File: config.mk
export PLATFORM = sky130hd
export DESIGN_NAME = ex_mem_flag_stage
export DESIGN_NICKNAME = d
export VERILOG_FILES = /design/src/rtl/ex_mem_flag_stage.sv
export SDC_FILE = /design/constraint.sdc
export NUM_CORES = 1
export LEC_CHECK = 0
export CORE_MARGIN = 4
export CORE_UTILIZATION = 38
export CTS_CLUSTER_DIAMETER = 200
export CTS_CLUSTER_SIZE = 20
export DETAILED_ROUTE_END_ITERATION = 7
export PLACE_DENSITY = 0.76
export SLEW_MARGIN = 20
export SYNTH_ARGS = -nofsm -noshare
export SYNTH_HDL_FRONTEND = slang
export SYNTH_SLANG_ARGS = --single-unit
export TNS_END_PERCENT = 100
File: constraint.sdc
create_clock -name clk -period 1.91 [get_ports clk]
set_clock_uncertainty 0.1 [all_clocks]
set_input_delay 0.382 -clock clk [delete_from_list [all_inputs] [get_ports clk]]
set_output_delay 0.382 -clock clk [all_outputs]
set_load 0.02 [all_outputs]
File: src/rtl/ex_mem_flag_stage.sv
// EX->MEM pipeline register with {Z,V,N} flag register and sticky HLT state; one-cycle latency, stall holds, flush bubbles.
// Define FLAG_BYPASS_EN to drive flags from the combinational next-flag value instead of the flag register.
module ex_mem_flag_stage #(
  parameter int DW = 16,
  parameter int RW = 4
) (
  input  logic          clk,
  input  logic          rst,
  input  logic          stall,
  input  logic          flush,
  input  logic          ex_valid,
  input  logic [3:0]    ex_opcode,
  input  logic [DW-1:0] ex_result,
  input  logic          ex_ovfl,
  input  logic [DW-1:0] ex_store_data,
  input  logic [RW-1:0] ex_rd,
  input  logic          ex_reg_write,
  input  logic          ex_mem_read,
  input  logic          ex_mem_write,
  output logic          mem_valid,
  output logic [3:0]    mem_opcode,
  output logic [DW-1:0] mem_result,
  output logic [DW-1:0] mem_store_data,
  output logic [RW-1:0] mem_rd,
  output logic          mem_reg_write,
  output logic          mem_mem_read,
  output logic          mem_mem_write,
  output logic [2:0]    flags,
  output logic          halted
);

  localparam logic [0:0] ST_RUN    = 1'b0;
  localparam logic [0:0] ST_HALTED = 1'b1;

  localparam logic [3:0] OP_ADD = 4'b0000;
  localparam logic [3:0] OP_SUB = 4'b0001;
  localparam logic [3:0] OP_XOR = 4'b0010;
  localparam logic [3:0] OP_SLL = 4'b0100;
  localparam logic [3:0] OP_SRA = 4'b0101;
  localparam logic [3:0] OP_ROR = 4'b0110;
  localparam logic [3:0] OP_HLT = 4'b1111;

  logic [0:0]    state_q, state_d;
  logic          mem_valid_q, mem_valid_d;
  logic [3:0]    mem_opcode_q, mem_opcode_d;
  logic [DW-1:0] mem_result_q, mem_result_d;
  logic [DW-1:0] mem_store_data_q, mem_store_data_d;
  logic [RW-1:0] mem_rd_q, mem_rd_d;
  logic          mem_reg_write_q, mem_reg_write_d;
  logic          mem_mem_read_q, mem_mem_read_d;
  logic          mem_mem_write_q, mem_mem_write_d;
  logic [2:0]    flags_q, flags_d;

  logic capture;
  logic res_zero;

  assign capture  = !stall && !flush && (state_q == ST_RUN);
  assign res_zero = (ex_result == '0);

  // Flush beats stall; once halted only the valid bit moves (to 0) until reset.
  always_comb begin
    state_d          = state_q;
    mem_valid_d      = mem_valid_q;
    mem_opcode_d     = mem_opcode_q;
    mem_result_d     = mem_result_q;
    mem_store_data_d = mem_store_data_q;
    mem_rd_d         = mem_rd_q;
    mem_reg_write_d  = mem_reg_write_q;
    mem_mem_read_d   = mem_mem_read_q;
    mem_mem_write_d  = mem_mem_write_q;
    if (flush) begin
      mem_valid_d     = 1'b0;
      mem_reg_write_d = 1'b0;
      mem_mem_read_d  = 1'b0;
      mem_mem_write_d = 1'b0;
    end else if (state_q == ST_HALTED) begin
      mem_valid_d = 1'b0;
    end else if (!stall) begin
      mem_valid_d      = ex_valid;
      mem_opcode_d     = ex_opcode;
      mem_result_d     = ex_result;
      mem_store_data_d = ex_store_data;
      mem_rd_d         = ex_rd;
      mem_reg_write_d  = ex_reg_write;
      mem_mem_read_d   = ex_mem_read;
      mem_mem_write_d  = ex_mem_write;
      if (ex_valid && (ex_opcode == OP_HLT)) begin
        state_d = ST_HALTED;
      end
    end
  end

  // Z is taken from the already-saturated result, so 0x7FFF with ovfl gives Z=0.
  always_comb begin
    flags_d = flags_q;
    if (capture && ex_valid) begin
      case (ex_opcode)
        OP_ADD, OP_SUB:                 flags_d = {res_zero, ex_ovfl, ex_result[DW-1]};
        OP_XOR, OP_SLL, OP_SRA, OP_ROR: flags_d[2] = res_zero;
        default:                        flags_d = flags_q;
      endcase
    end
  end

  always_ff @(posedge clk) begin
    if (rst) begin
      state_q          <= ST_RUN;
      mem_valid_q      <= 1'b0;
      mem_opcode_q     <= '0;
      mem_result_q     <= '0;
      mem_store_data_q <= '0;
      mem_rd_q         <= '0;
      mem_reg_write_q  <= 1'b0;
      mem_mem_read_q   <= 1'b0;
      mem_mem_write_q  <= 1'b0;
      flags_q          <= '0;
    end else begin
      state_q          <= state_d;
      mem_valid_q      <= mem_valid_d;
      mem_opcode_q     <= mem_opcode_d;
      mem_result_q     <= mem_result_d;
      mem_store_data_q <= mem_store_data_d;
      mem_rd_q         <= mem_rd_d;
      mem_reg_write_q  <= mem_reg_write_d;
      mem_mem_read_q   <= mem_mem_read_d;
      mem_mem_write_q  <= mem_mem_write_d;
      flags_q          <= flags_d;
    end
  end

  assign mem_valid      = mem_valid_q;
  assign mem_opcode     = mem_opcode_q;
  assign mem_result     = mem_result_q;
  assign mem_store_data = mem_store_data_q;
  assign mem_rd         = mem_rd_q;
  assign mem_reg_write  = mem_reg_write_q;
  assign mem_mem_read   = mem_mem_read_q;
  assign mem_mem_write  = mem_mem_write_q;
  assign halted         = (state_q == ST_HALTED);

`ifdef FLAG_BYPASS_EN
  assign flags = flags_d;
`else
  assign flags = flags_q;
`endif

endmodule

==> impl_metrics.env <==
export IMPL_routedWlPerCell_um=13.2
export IMPL_gr_usage_all_layers_pct=17.4
export IMPL_grt_max_degree=27
export IMPL_synth_area_leaders="dfxtp_1 (55%), nand2_1 (17%), a21oi_1 (12%)"
export IMPL_start_util_pct=39.7
export IMPL_fin_util_pct=65.9
export IMPL_clockBufferDepth=2
export IMPL_synth_edff_count=0
export IMPL_core_area_mm2=0.00438
export IMPL_critPathLaunchType="input pin"
export IMPL_switchingPower_uw=504
export IMPL_numCtsBuffers=5
export IMPL_hold_violations=0
export IMPL_hold_path_end="flags[2]"
export IMPL_rsz0062_at_grt="no"
export IMPL_relSlewSlack_pct=74.1
export IMPL_cts_tree="done"
export IMPL_tightest_slew_ns=0.382
export IMPL_grt_pass1_wl_um=7590
export IMPL_place_gp_congestion=0.751
export IMPL_dp_cells=363
export IMPL_syn_avg_cell_area_um2=7.98
export IMPL_die_h_um=75.7
export IMPL_vdd_drop_max_mv=0.515
export IMPL_crit_path_cell_trace="clkdlybuf4s50_1 -> or3_1 -> or3_1 -> o31ai_1"
export IMPL_internal_power_uw=1540
export IMPL_p_leak_uw=0.00107
export IMPL_synth_flop_cell="dfxtp_1"
export IMPL_cp_data_arrival_time_ns=1.86
export IMPL_setup_viol_count_final=0
export IMPL_total_power_uw=2040
export IMPL_drt_pre_antenna_iters=4
export IMPL_fin_crit_sh_pct=91.9
export IMPL_cts_resized=0
export IMPL_nNetsFinal=367
export IMPL_io_pins=97
export IMPL_dieArea_mm2=0.00573
export IMPL_max_cap_violations=0
export IMPL_cp_end_kind="flip-flop"
export IMPL_power_density_mw_per_mm2=707
export IMPL_status="complete, no violations"
export IMPL_required_ns=2.01
export IMPL_criticalPathCategory="in2reg"
export IMPL_drt_vias_per_instance=4.78
export IMPL_placementRows=24
export IMPL_synthArstFlopShare_pct=0
export IMPL_critPathMaxFanout=4
export IMPL_drtAntennaViolNets=0
export IMPL_min_path_type="in2reg"
export IMPL_netlist_area_mm2=0.00174
export IMPL_rr_worst_depth=3
export IMPL_die_w_um=75.7
export IMPL_port_buffers=96
export IMPL_postCtsSetupBuffers=0
export IMPL_antenna_found_initial=0
export IMPL_vias=1773
export IMPL_synthMostInstantiatedCell="nand2_1"
export IMPL_n_antenna_cell=0
export IMPL_grt_pass1_vias=1728
export IMPL_r2r_end="flags[2]"
export IMPL_hpwl_um=3670
export IMPL_r2r_setup_slack_ns=0.30
export IMPL_syn_to_final_growth_pct=66.1
export IMPL_synth_cell_types=21
export IMPL_min_delay_start="rst"
export IMPL_holdPathStages=4
export IMPL_yosys_warnings=0
export IMPL_ctsHoldBuffers=0
export IMPL_synth_top_cell_area_share_pct=55.2
export IMPL_seq_area_frac_synth_pct=55.2
export IMPL_syn_inst=218
export IMPL_clkTransAtPathRegs_ns=0.08
export IMPL_drive_gt1_share_pct=6.58
export IMPL_swShare_pct=24.7
export IMPL_overflow=0
export IMPL_pwr_share_clk_pct=29.9
export IMPL_first_iter_violations=63
export IMPL_h_tree_depth=2
export IMPL_clock_root_buffer="clkbuf_8"
export IMPL_rr_startpoint="halted"
export IMPL_synthTopCellsByCount="nand2_1 (81), dfxtp_1 (48), a21oi_1 (42), clkbuf_1 (13), nor3_1 (5)"
export IMPL_instances_no_fill=371
export IMPL_share_seq_of_total_power_pct=51.9
export IMPL_fmax_mhz=570
export IMPL_route_detailed_drc=0
export IMPL_synth_nets=267
export IMPL_cpMostUsedCell="or3_1"
export IMPL_p_comb_share_pct=18.2
export IMPL_synth_seq_cells=48
export IMPL_max_stage_delay_ns=0.43
export IMPL_totalWireLength_um=4910
export IMPL_min_period_ns=1.76
export IMPL_cp_slowest_cell="or3_1"
export IMPL_clk_insertion_delay_late_ns=0.29
export IMPL_report_final_slew_viol_count=0
export IMPL_cts_sinks=48
export IMPL_synth_area_leader_cell="dfxtp_1"
[routing by layer]
| layer | track usage [%] | routed length, um | vias to the layer above |
|---|---|---|---|
| met5 | 0 | 0 | - |
| met4 | 4.08 | 36 | 0 |
| met3 | 6.86 | 460 | 5 |
| met2 | 31.7 | 2370 | 56 |
| met1 | 18.8 | 2040 | 791 |
| li1 | - | - | 921 |
[final cells by class]
type / count / area (um^2)
Inverter: 1 / 3.75
Clock buffer: 8 / 90.1
Timing Repair Buffer: 108 / 1050
Fill cell: 415 / 1490
Multi-Input combinational cell: 154 / 722
Sequential cell: 48 / 961
Tap cell: 52 / 65.1
[worst max path at each step]
stage                            from                 to  cells past startpoint
finish                          stall           flags[2]                      4
global route        mem_store_data[0]  mem_store_data[0]                      1
CTS                            halted             halted                      1
detailed placement              stall           flags[2]                      4
global placement                stall           flags[2]                      4
floorplan                       flush           flags[2]                      5
[worst max-delay path: cells and delay by family]
| kind | cells | cell delay, ns |
|---|---|---|
| simple gates | 2 | 0.81 |
| compound gates | 1 | 0.25 |
| buf+inv | 1 | 0.41 |
[layout by cell type, fill, tap and decap left out, drive strengths merged, types with 2 or more instances in the layout]
| cell | instances |
|---|---|
| nor4 | 4 |
| buf | 13 |
| a21oi | 42 |
| clkdlybuf4s50 | 94 |
| mux2i | 4 |
| or3 | 2 |
| clkbuf | 8 |
| dfxtp | 48 |
| o21ai | 2 |
| nor2 | 3 |
| nand2 | 81 |
| nand3 | 3 |
| nor3 | 5 |
[power by group through the flow]
stage | clock network, uW | logic [uW] | registers (uW)
global route | 669 | 404 | 1070
finish | 610 | 372 | 1060
detailed placement | 0 | 375 | 1090
global placement | 0 | 371 | 1080
floorplan | 0 | 95.9 | 1140
CTS | 628 | 377 | 1060
[kinds of logic after synthesis]
| group | share of synthesized area (%) |
|---|---|
| flip-flops | 55.2 |
| buffers and inverters | 3.59 |
| AO/OA/AOI/OAI | 14.1 |
| AND/OR/NAND/NOR | 24.8 |
| multiplexers | 2.30 |
[registers in the layout, summed over array words and instances, names as in the netlist]
register	flops
mem_mem_read	1
mem_reg_write	1
mem_store_data	16
flags	3
mem_mem_write	1
mem_rd	4
halted	1
mem_result	16
mem_valid	1
mem_opcode	4
[metrics by stage]
step / hold WS [ns] / setup WS (ns) / setup TNS, ns / area, um^2
final: 0.327 / 0.155 / 0 / 2890
after global routing: 0.328 / 0.113 / 0 / 2890
after CTS: 0.330 / 0.0262 / 0 / 2890
after detailed placement: 0.345 / -0.148 / -0.206 / 2800
after global placement: 0.341 / -0.0979 / -0.154 / 2800
after floorplan: 0.418 / 0.208 / 0 / 1740
No activity file was read; power rests on OpenSTA's default activity.
